$ cat config.mk
export PLATFORM = sky130hd
export DESIGN_NAME = conv_sequencer_flat
export DESIGN_NICKNAME = d
export VERILOG_FILES = /design/src/rtl/msdap_pkg.sv /design/src/rtl/conv_sequencer_if.sv /design/src/rtl/conv_addr_gen.sv /design/src/rtl/conv_sequencer.sv /design/src/flat_wrapper.sv
export SDC_FILE = /design/constraint.sdc
export NUM_CORES = 1
export LEC_CHECK = 0
export ABC_AREA = 1
export CORE_MARGIN = 1.5
export CORE_UTILIZATION = 51
export CTS_CLUSTER_DIAMETER = 80
export DETAILED_ROUTE_END_ITERATION = 12
export PLACE_DENSITY = 0.94
export SYNTH_ARGS = -nofsm -noshare
export SYNTH_HDL_FRONTEND = slang
export SYNTH_HIERARCHICAL = 1
export SYNTH_SLANG_ARGS = --single-unit
$ cat constraint.sdc
create_clock -name Sclk -period 5.2 [get_ports Sclk]
set_input_delay 1.3 -clock Sclk [delete_from_list [all_inputs] [get_ports Sclk]]
set_output_delay 1.3 -clock Sclk [all_outputs]
set_load 0.1 [all_outputs]
$ cat src/rtl/msdap_pkg.sv
// Shared constants and sequencer state encoding for the MSDAP convolution datapath.
package msdap_pkg;

  localparam int NUM_RJ         = 16;
  localparam int COEFF_DEPTH    = 512;
  localparam int COEFF_SIGN_BIT = 8;
  localparam int COEFF_K_MSB    = 7;
  localparam int RJ_CNT_W       = 9;
  localparam int RJ_AW          = 4;
  localparam int COEFF_AW       = 9;
  // One bit wider than the coefficient address so the pointer can reach COEFF_DEPTH itself
  localparam int CP_W           = 10;
  localparam int J_W            = 5;

  typedef enum logic [3:0] {
    IDLE    = 4'd0,
    CLR     = 4'd1,
    RJ_RD   = 4'd2,
    RJ_WAIT = 4'd3,
    CO_RD   = 4'd4,
    CO_WAIT = 4'd5,
    ACC     = 4'd6,
    SHIFT   = 4'd7,
    DONE    = 4'd8
  } seqState_e;

  function automatic logic [RJ_CNT_W-1:0] rjCount(input logic [15:0] rjWord);
    return rjWord[RJ_CNT_W-1:0];
  endfunction

endpackage

$ cat src/rtl/conv_sequencer_if.sv
// Memory read ports and accumulator controls between one conv_sequencer and its channel.
interface conv_sequencer_if #(parameter int DATA_AW = 8);
  import msdap_pkg::*;

  logic                rj_en;
  logic [RJ_AW-1:0]    rj_addr;
  logic [15:0]         rj_data;
  logic                coeff_en;
  logic [COEFF_AW-1:0] coeff_addr;
  logic [15:0]         coeff_data;
  logic                data_en;
  logic [DATA_AW-1:0]  data_addr;
  logic                addsub;
  logic                adder_en;
  logic                load;
  logic                shift_en;
  logic                acc_clear;

  modport master (
    output rj_en, rj_addr, coeff_en, coeff_addr, data_en, data_addr,
    output addsub, adder_en, load, shift_en, acc_clear,
    input  rj_data, coeff_data
  );

  modport slave (
    input  rj_en, rj_addr, coeff_en, coeff_addr, data_en, data_addr,
    input  addsub, adder_en, load, shift_en, acc_clear,
    output rj_data, coeff_data
  );

endinterface

$ cat src/rtl/conv_addr_gen.sv
// Circular data-memory address (newest sample minus delay k) and term validity check.
// Assumes DATA_AW >= 8 so every delay k is representable.
module conv_addr_gen
  import msdap_pkg::*;
#(
  parameter int DATA_AW = 8
) (
  input  logic [DATA_AW-1:0]   curAddr,
  input  logic [COEFF_K_MSB:0] delayK,
  input  logic [DATA_AW:0]     validCnt,
  output logic [DATA_AW-1:0]   dataAddr,
  output logic                 termValid
);

  logic [DATA_AW:0] kExt_s;

  // Wrap-around subtraction and the "sample exists yet" compare
  always_comb begin
    kExt_s    = (DATA_AW+1)'(delayK);
    dataAddr  = curAddr - kExt_s[DATA_AW-1:0];
    termValid = (kExt_s < validCnt);
  end

endmodule

$ cat src/rtl/conv_sequencer.sv
// Per-channel convolution sequencer: walks rj, coefficient and data memories and drives the
// adder/shift accumulator. Optional macro CONV_ZERO_SKIP_EN short-circuits all-zero history.
module conv_sequencer
  import msdap_pkg::*;
#(
  parameter int DATA_AW = 8
) (
  input  logic               Sclk,
  input  logic               Reset_n,
  input  logic               Clear,
  input  logic               start,
  input  logic [DATA_AW-1:0] cur_addr,
  input  logic [DATA_AW:0]   valid_cnt,
  input  logic               flag_zero,
  conv_sequencer_if.master   bus,
  output logic               busy,
  output logic               done,
  output logic               overrun,
  output logic               coeff_ovf
);

  seqState_e             curState_r;
  seqState_e             nextState_s;
  seqState_e             endState_s;
  logic [CP_W-1:0]       coeffPtr_r;
  logic [CP_W-1:0]       cpAfter_s;
  logic [J_W-1:0]        jIdx_r;
  logic [RJ_CNT_W-1:0]   termCnt_r;
  logic [RJ_CNT_W-1:0]   remCnt_s;
  logic                  sign_r;
  logic                  zeroSkip_r;
  logic                  zeroReq_s;
  logic                  overrun_r;
  logic                  coeffOvf_r;
  logic                  capHit_s;
  logic                  setOvf_s;
  logic [DATA_AW-1:0]    genAddr_s;
  logic                  termValid_s;
  logic                  unusedBits_s;

`ifdef CONV_ZERO_SKIP_EN
  assign zeroReq_s    = flag_zero;
  assign unusedBits_s = ^{bus.rj_data[15:RJ_CNT_W], bus.coeff_data[15:COEFF_SIGN_BIT+1]};
`else
  assign zeroReq_s    = 1'b0;
  assign unusedBits_s = ^{bus.rj_data[15:RJ_CNT_W], bus.coeff_data[15:COEFF_SIGN_BIT+1], flag_zero};
`endif

  conv_addr_gen #(.DATA_AW(DATA_AW)) u_addr_gen (
    .curAddr   (cur_addr),
    .delayK    (bus.coeff_data[COEFF_K_MSB:0]),
    .validCnt  (valid_cnt),
    .dataAddr  (genAddr_s),
    .termValid (termValid_s)
  );

  assign busy      = (curState_r != IDLE);
  assign overrun   = overrun_r;
  assign coeff_ovf = coeffOvf_r;

  // Remaining-term and pointer view used by the shared end-of-term decision
  always_comb begin
    case (curState_r)
      RJ_WAIT: remCnt_s = rjCount(bus.rj_data);
      CO_WAIT: remCnt_s = termCnt_r - RJ_CNT_W'(1);
      default: remCnt_s = termCnt_r;
    endcase
    if (curState_r == CO_WAIT) begin
      cpAfter_s = coeffPtr_r + CP_W'(1);
    end else begin
      cpAfter_s = coeffPtr_r;
    end
    // Once the coefficient memory is exhausted, outstanding terms count as zero and are skipped
    capHit_s = (remCnt_s != RJ_CNT_W'(0)) && (cpAfter_s == CP_W'(COEFF_DEPTH));
    if ((remCnt_s == RJ_CNT_W'(0)) || capHit_s) begin
      endState_s = SHIFT;
    end else begin
      endState_s = CO_RD;
    end
  end

  // Next-state and strobe decode; Clear overrides every state
  always_comb begin
    nextState_s    = curState_r;
    setOvf_s       = 1'b0;
    done           = 1'b0;
    bus.rj_en      = 1'b0;
    bus.rj_addr    = '0;
    bus.coeff_en   = 1'b0;
    bus.coeff_addr = '0;
    bus.data_en    = 1'b0;
    bus.data_addr  = '0;
    bus.addsub     = 1'b0;
    bus.adder_en   = 1'b0;
    bus.load       = 1'b0;
    bus.shift_en   = 1'b0;
    bus.acc_clear  = 1'b0;
    if (Clear) begin
      nextState_s   = IDLE;
      bus.acc_clear = 1'b1;
    end else begin
      case (curState_r)
        IDLE: begin
          if (start) begin
            nextState_s = CLR;
          end else begin
            nextState_s = IDLE;
          end
        end
        CLR: begin
          bus.acc_clear = 1'b1;
          if (zeroSkip_r) begin
            nextState_s = DONE;
          end else begin
            nextState_s = RJ_RD;
          end
        end
        RJ_RD: begin
          bus.rj_en   = 1'b1;
          bus.rj_addr = jIdx_r[RJ_AW-1:0];
          nextState_s = RJ_WAIT;
        end
        RJ_WAIT: begin
          setOvf_s    = capHit_s;
          nextState_s = endState_s;
        end
        CO_RD: begin
          bus.coeff_en   = 1'b1;
          bus.coeff_addr = coeffPtr_r[COEFF_AW-1:0];
          nextState_s    = CO_WAIT;
        end
        CO_WAIT: begin
          if (termValid_s) begin
            bus.data_en   = 1'b1;
            bus.data_addr = genAddr_s;
            nextState_s   = ACC;
          end else begin
            setOvf_s    = capHit_s;
            nextState_s = endState_s;
          end
        end
        ACC: begin
          bus.adder_en = 1'b1;
          bus.load     = 1'b1;
          bus.addsub   = sign_r;
          setOvf_s     = capHit_s;
          nextState_s  = endState_s;
        end
        SHIFT: begin
          bus.shift_en = 1'b1;
          if (jIdx_r == J_W'(NUM_RJ - 1)) begin
            nextState_s = DONE;
          end else begin
            nextState_s = RJ_RD;
          end
        end
        DONE: begin
          done        = 1'b1;
          nextState_s = IDLE;
        end
        default: begin
          nextState_s = IDLE;
        end
      endcase
    end
  end

  // State register
  always_ff @(posedge Sclk or negedge Reset_n) begin
    if (!Reset_n) begin
      curState_r <= IDLE;
    end else begin
      curState_r <= nextState_s;
    end
  end

  // Pointers, term counter, latched sign and sticky status flags
  always_ff @(posedge Sclk or negedge Reset_n) begin
    if (!Reset_n) begin
      coeffPtr_r <= '0;
      jIdx_r     <= '0;
      termCnt_r  <= '0;
      sign_r     <= 1'b0;
      zeroSkip_r <= 1'b0;
      overrun_r  <= 1'b0;
      coeffOvf_r <= 1'b0;
    end else if (Clear) begin
      coeffPtr_r <= '0;
      jIdx_r     <= '0;
      termCnt_r  <= '0;
      sign_r     <= 1'b0;
      zeroSkip_r <= 1'b0;
      overrun_r  <= 1'b0;
      coeffOvf_r <= 1'b0;
    end else begin
      if (start && (curState_r != IDLE)) begin
        overrun_r <= 1'b1;
      end
      if (setOvf_s) begin
        coeffOvf_r <= 1'b1;
      end
      case (curState_r)
        IDLE: begin
          if (start) begin
            zeroSkip_r <= zeroReq_s;
          end
        end
        CLR: begin
          coeffPtr_r <= '0;
          jIdx_r     <= '0;
        end
        RJ_WAIT: begin
          termCnt_r <= remCnt_s;
        end
        CO_WAIT: begin
          sign_r     <= bus.coeff_data[COEFF_SIGN_BIT];
          coeffPtr_r <= cpAfter_s;
          termCnt_r  <= remCnt_s;
        end
        SHIFT: begin
          jIdx_r <= jIdx_r + J_W'(1);
        end
        default: begin
        end
      endcase
    end
  end

endmodule

$ cat src/flat_wrapper.sv
// flat-port wrapper written by rule: the top's interface ports become plain ports
module conv_sequencer_flat import msdap_pkg::*;
#(
  parameter int DATA_AW = 8
)
  (Sclk, Reset_n, Clear, start, cur_addr, valid_cnt, flag_zero, busy, done, overrun, coeff_ovf, bus_rj_en, bus_rj_addr, bus_coeff_en, bus_coeff_addr, bus_data_en, bus_data_addr, bus_addsub, bus_adder_en, bus_load, bus_shift_en, bus_acc_clear, bus_rj_data, bus_coeff_data);
  conv_sequencer_if #(.DATA_AW(DATA_AW)) bus_i ();
  input  logic Sclk;
  input  logic Reset_n;
  input  logic Clear;
  input  logic start;
  input  logic [DATA_AW-1:0] cur_addr;
  input  logic [DATA_AW:0] valid_cnt;
  input  logic flag_zero;
  output logic busy;
  output logic done;
  output logic overrun;
  output logic coeff_ovf;
  output wire logic [$bits(bus_i.rj_en)-1:0] bus_rj_en;
  output wire logic [$bits(bus_i.rj_addr)-1:0] bus_rj_addr;
  output wire logic [$bits(bus_i.coeff_en)-1:0] bus_coeff_en;
  output wire logic [$bits(bus_i.coeff_addr)-1:0] bus_coeff_addr;
  output wire logic [$bits(bus_i.data_en)-1:0] bus_data_en;
  output wire logic [$bits(bus_i.data_addr)-1:0] bus_data_addr;
  output wire logic [$bits(bus_i.addsub)-1:0] bus_addsub;
  output wire logic [$bits(bus_i.adder_en)-1:0] bus_adder_en;
  output wire logic [$bits(bus_i.load)-1:0] bus_load;
  output wire logic [$bits(bus_i.shift_en)-1:0] bus_shift_en;
  output wire logic [$bits(bus_i.acc_clear)-1:0] bus_acc_clear;
  input wire logic [$bits(bus_i.rj_data)-1:0] bus_rj_data;
  input wire logic [$bits(bus_i.coeff_data)-1:0] bus_coeff_data;
  assign bus_rj_en = bus_i.rj_en;
  assign bus_rj_addr = bus_i.rj_addr;
  assign bus_coeff_en = bus_i.coeff_en;
  assign bus_coeff_addr = bus_i.coeff_addr;
  assign bus_data_en = bus_i.data_en;
  assign bus_data_addr = bus_i.data_addr;
  assign bus_addsub = bus_i.addsub;
  assign bus_adder_en = bus_i.adder_en;
  assign bus_load = bus_i.load;
  assign bus_shift_en = bus_i.shift_en;
  assign bus_acc_clear = bus_i.acc_clear;
  assign bus_i.rj_data = bus_rj_data;
  assign bus_i.coeff_data = bus_coeff_data;
  conv_sequencer #(.DATA_AW(DATA_AW)) u_core (.Sclk(Sclk), .Reset_n(Reset_n), .Clear(Clear), .start(start), .cur_addr(cur_addr), .valid_cnt(valid_cnt), .flag_zero(flag_zero), .bus(bus_i), .busy(busy), .done(done), .overrun(overrun), .coeff_ovf(coeff_ovf));
endmodule
# After elaboration in Yosys (flattened, before gate mapping)
# Index checks and enable logic that the tools add are counted.
[op_classes] add_sub_neg=4 order_cmp=1 n_eq_ne=10 n_mux=51 n_reduce_logical=18
[ops] op="two-way mux 9 bit" n=4
[ops] op="two-way mux 1 bit" n=29
[ops] op="case mux 4 bit (7 select lines)" n=1
[ops] op="two-way mux 8 bit" n=3
[ops] op="two-way mux 10 bit" n=2
[ops] op="two-way mux 4 bit" n=5
[ops] op="case mux 10 bit (2 select lines)" n=1
[ops] op="case mux 9 bit (2 select lines)" n=1
[ops] op="== test 4 x 3 -> 1 bit (second input constant)" n=4
[ops] op="nonzero test 2 bit" n=6
[ops] op="adder 10 x 1 -> 10 bit (second input constant)" n=1
[ops] op="== test 10 bit (second input constant)" n=1
[ops] op="case mux 5 bit (2 select lines)" n=1
[ops] op="zero test 9 bit" n=1
[ops] op="less-than comparator 8 x 9 -> 1 bit" n=1
[ops] op="nonzero test 9 bit" n=1
[ops] op="subtractor 9 x 1 -> 9 bit (second input constant)" n=1
[ops] op="== test 4 x 2 -> 1 bit (second input constant)" n=2
[ops] op="subtractor 8 bit" n=1
[ops] op="nonzero test 3 bit" n=2
[ops] op="adder 5 x 1 -> 5 bit (second input constant)" n=1
[ops] op="== test 5 x 4 -> 1 bit (second input constant)" n=1
[ops] op="two-way mux 5 bit" n=1
[ops] op="== test 4 x 1 -> 1 bit (second input constant)" n=1
[ops] op="9 further kinds" n=12
[word_totals] reg_bits=32 input_bits=54 output_inout_bits=33 wordCells=92

# Longest topological paths before layout
[logic_depth] word_depth=9 mapped_depth=16 mapped_depth_nobuf=16

# Modules after synthesis
# The synthesis kept the hierarchy.
[modules_own_cells] module="conv_sequencer" instances=1 cells_per_inst=356 area_each_um2=2235.9 seq_area_each_um2=775.7
[modules_own_cells] module="conv_addr_gen" instances=1 cells_per_inst=95 area_each_um2=544.3 seq_area_each_um2=0.0

# Worst setup path before layout
# No wires, ideal clock.
[synth_path] path_kind="in2out" startpoint="in valid_cnt[4]" endpoint="out bus_data_addr[0]" arrival_ps=5037 required_ps=3900 setup_slack_ps=-1137 cell_stages=11 n_path_buf=0 path_cell_list="inv_1 > ha_1 > nand2_1 > inv_1 > nand2_1 > nand3_1 > a21oi_1 > inv_1 > nor2_1 > inv_1 > nor2_1"
[synth_between] elab_chain_cells=4
[synth_rtl] item="from (decl)" line_no="flat_wrapper.sv:13" rtl="input logic [DATA_AW:0] valid_cnt;"
[synth_rtl] item="less-than comparator 8 x 9 -> 1 bit" line_no="conv_addr_gen.sv:21" rtl="termValid = (kExt_s < validCnt);"
[synth_rtl] item="named net u_core.termValid_s" line_no="conv_sequencer.sv:38" rtl="logic termValid_s;"
[synth_rtl] item="two-way mux 8 bit" line_no="conv_sequencer.sv:133" rtl="if (termValid_s) begin"
[synth_rtl] item="two-way mux 8 bit" line_no="conv_sequencer.sv:102" rtl="case (curState_r)"
[synth_rtl] item="two-way mux 8 bit" line_no="conv_sequencer.sv:98" rtl="if (Clear) begin"
[synth_rtl] item="to (decl)" line_no="flat_wrapper.sv:24" rtl="output wire logic [$bits(bus_i.data_addr)-1:0] bus_data_addr;"
# The timed path passes the listed nets, and every way through them passes these cells.

# Worst setup path in the final report
# Same ends and word-level chain as after synthesis.

==> results.sh <==
export IMPL_synth_async_reset_ratio_pct=100
export IMPL_whs_path_depth=2
export IMPL_postCtsSetupBuffers=0
export IMPL_dp_hpwl_mm=5.90
export IMPL_worst_slack_ns=0.412
export IMPL_crit_type="input port to output port"
export IMPL_cts_buffer_depth=2
export IMPL_fin_crit_ns=4.79
export IMPL_die_h_um=76.8
export IMPL_fin_crit_sh_pct=92.1
export IMPL_row_count=26
export IMPL_drive_above_1_share_pct=14.8
export IMPL_skew_ns=0.00609
export IMPL_die_w_um=76.8
export IMPL_fin_setup_tns_ns=0
export IMPL_nNetsFinal=599
export IMPL_power_density_nw_per_um2=266
export IMPL_tightest_slew_ns=0.973
export IMPL_cts_tree="yes"
export IMPL_ys_ff_latch=31
export IMPL_first_pass_iters=6
export IMPL_grt_pass1_wl_mm=13.1
export IMPL_run_status="finished clean"
export IMPL_slew_viol_final=0
export IMPL_final_common_cell="nand2_1"
export IMPL_place_congestion=0.921
export IMPL_clk_pin_slew_ns=0.07
export IMPL_ctsResizeCount=0
export IMPL_num_antenna_cells=0
export IMPL_boundaryPins=87
export IMPL_detailed_place_area_um2=3780
export IMPL_required_ns=3.90
export IMPL_path_cells="clkdlybuf4s50_1 -> inv_1 -> ha_1 -> nand2_1 -> nor2_1 -> nand2_1 -> nand3_1 -> a21oi_1 -> inv_1 -> nor2_4 -> inv_1 -> nor2_2 -> buf_12"
export IMPL_p_leak_nw=2.01
export IMPL_start_util_pct=53.7
export IMPL_syn_mean_instance_area_um2=6.16
export IMPL_cp_start_kind="input port"
export IMPL_r2r_cells=14
export IMPL_worstSkewPairLatency_ns=0.29
export IMPL_hp_class="register to register"
export IMPL_slowest_stage="clkdlybuf4s50_1"
export IMPL_vias_per_cell=5.27
export IMPL_synthFlopType="dfrtp_1"
export IMPL_grt_usage_pct=27.1
export IMPL_routedWlPerCell_um=12.8
export IMPL_drtAntennaViolNets=0
export IMPL_cts_sinks=31
export IMPL_dpl_worst_slack_ns=0.389
export IMPL_maxCapViolCount=0
export IMPL_syn_to_final_growth_pct=40.1
export IMPL_peakVddDrop_v=0.000161
export IMPL_num_vias=3141
export IMPL_cp_max_fo=8
export IMPL_synth_nets=525
export IMPL_syn_area_um2=2780
export IMPL_antenna_found_initial=0
export IMPL_yosysSeqAreaShare_pct=27.9
export IMPL_grt_pass1_vias=3142
export IMPL_critPathArrivalTime_ns=3.49
export IMPL_synth_edf_count=0
export IMPL_path_common_cell="inv_1"
export IMPL_crit_buf_inv=5
export IMPL_rsz0062_at_grt="false"
export IMPL_drt_iter0_markers=278
export IMPL_final_cell_mix="115 x nand2_1, 93 x inv_1, 56 x nor2_1"
export IMPL_path_depth=13
export IMPL_clock_root_buffer="clkbuf_8"
export IMPL_numCtsBuffers=5
export IMPL_synth_cell_types=34
export IMPL_critical_path_top_delay_family="buffers and inverters"
export IMPL_cts_hold_buf=0
export IMPL_grt_max_degree=32
export IMPL_setup_violations=0
export IMPL_die_area_um2=5900
export IMPL_port_buffers=71
export IMPL_design_area_um2=3900
export IMPL_max_freq_ghz=0.209
export IMPL_drcViolationCount=0
export IMPL_max_stage_delay_ns=0.45
export IMPL_endpoint_kind="output port"
export IMPL_ys_warn_count=6
export IMPL_final_hold_viol_count=0
export IMPL_grt_ovfl_total=0
export IMPL_drt_wl_total_mm=7.62
export IMPL_slew_limit_headroom_pct=34.9
export IMPL_coreArea_um2=5170
export IMPL_htree_levels=2
export IMPL_synthCells=451
-- power breakdown --
| part | internal [mW] | total (mW) | switching, mW | leakage [nW] |
|---|---|---|---|---|
| combinational | 0.156 | 0.504 | 0.348 | 1.51 |
| sequential | 0.261 | 0.280 | 0.0188 | 0.430 |
| clock | 0.155 | 0.254 | 0.0986 | 0.0612 |
| total | 0.572 | 1.04 | 0.466 | 2.01 |
-- metrics by stage --
stage               cells  utilization, %  hold slack (ns)  power [mW]
finish                596            75.3            0.496        1.04
global route          596            75.3            0.564        1.10
CTS                   596            75.3            0.502        1.03
detailed placement    588            73.1            0.487       0.779
global placement      588            73.1            0.481       0.759
floorplan             451               -            0.500       0.653
-- cell type report --
type / instances / area (um^2)
Clock buffer: 6 / 82.6
Multi-Input combinational cell: 318 / 1680
Sequential cell: 31 / 776
Clock inverter: 2 / 35.0
Inverter: 96 / 360
Tap cell: 70 / 87.6
Fill cell: 376 / 1280
Timing Repair Buffer: 73 / 876
-- sequential cells by signal, indices dropped and copies added, names as in the netlist --
register / flops
u_core/coeffPtr_r: 10
u_core/curState_r: 4
u_core/coeff_ovf: 1
u_core/sign_r: 1
u_core/overrun: 1
u_core/jIdx_r: 5
u_core/termCnt_r: 9
-- final timing paths --
| kind | start | end | slack (ns) |
|---|---|---|---|
| setup / recovery | valid_cnt[4] | bus_data_addr[0] | 0.41 |
| hold / removal | u_core/overrun | u_core/overrun | 0.50 |
| setup reg to reg | u_core/curState_r[3] | u_core/curState_r[1] | 3.02 |
| hold reg to reg | u_core/overrun | u_core/overrun | 0.50 |
| max in group asynchronous | Reset_n | u_core/termCnt_r[5] | 3.49 |
| min in group asynchronous | Reset_n | u_core/coeffPtr_r[5] | 1.41 |
-- worst register-to-register path: stages (launching register included) --
cell and delay, ns:
dfrtp_1 0.40, inv_1 0.11, nand2_1 0.14, nor2_4 0.45, ha_1 0.34, nand2_1 0.08
nor2_1 0.06, nand3_2 0.07, nor2_2 0.04, nand3_2 0.09, nand2_2 0.07, nand2_1 0.06
nand2_1 0.05, nor2_1 0.10, nor2_1 0.04
-- metal layers --
layer	routed length, um	vias to the layer above	track usage [%]
met3	610	16	6.79
met1	2980	1439	29.6
met5	0	-	0
met2	3880	151	49.6
met4	150	0	10.7
li1	-	1535	-
-- cells by family (layout without fill, tap and decap cells) --
family,after synthesis,count (layout),synth area share [%]
simple gates,250,250,38.2
buf+inv,102,177,14.5
compound gates,43,43,8.55
flops,31,31,27.9
fa+ha+maj,20,20,9.27
xor+xnor,5,5,1.58
-- synthesized netlist by cell type (all sizes together) (2+ instances only) --
master,instances,share of area [%]
dfrtp,31,28
clkbuf,3,0.77
a21oi,14,2.5
nand3,37,7.2
nand3b,2,0.54
ha,19,8.6
nor2,83,12
buf,3,0.81
xor2,4,1.3
inv,95,13
o21ai,15,2.7
nand2,120,17
nor3,4,0.72
o22ai,10,2.3
Note: power is estimated with default switching activity, not from simulation.
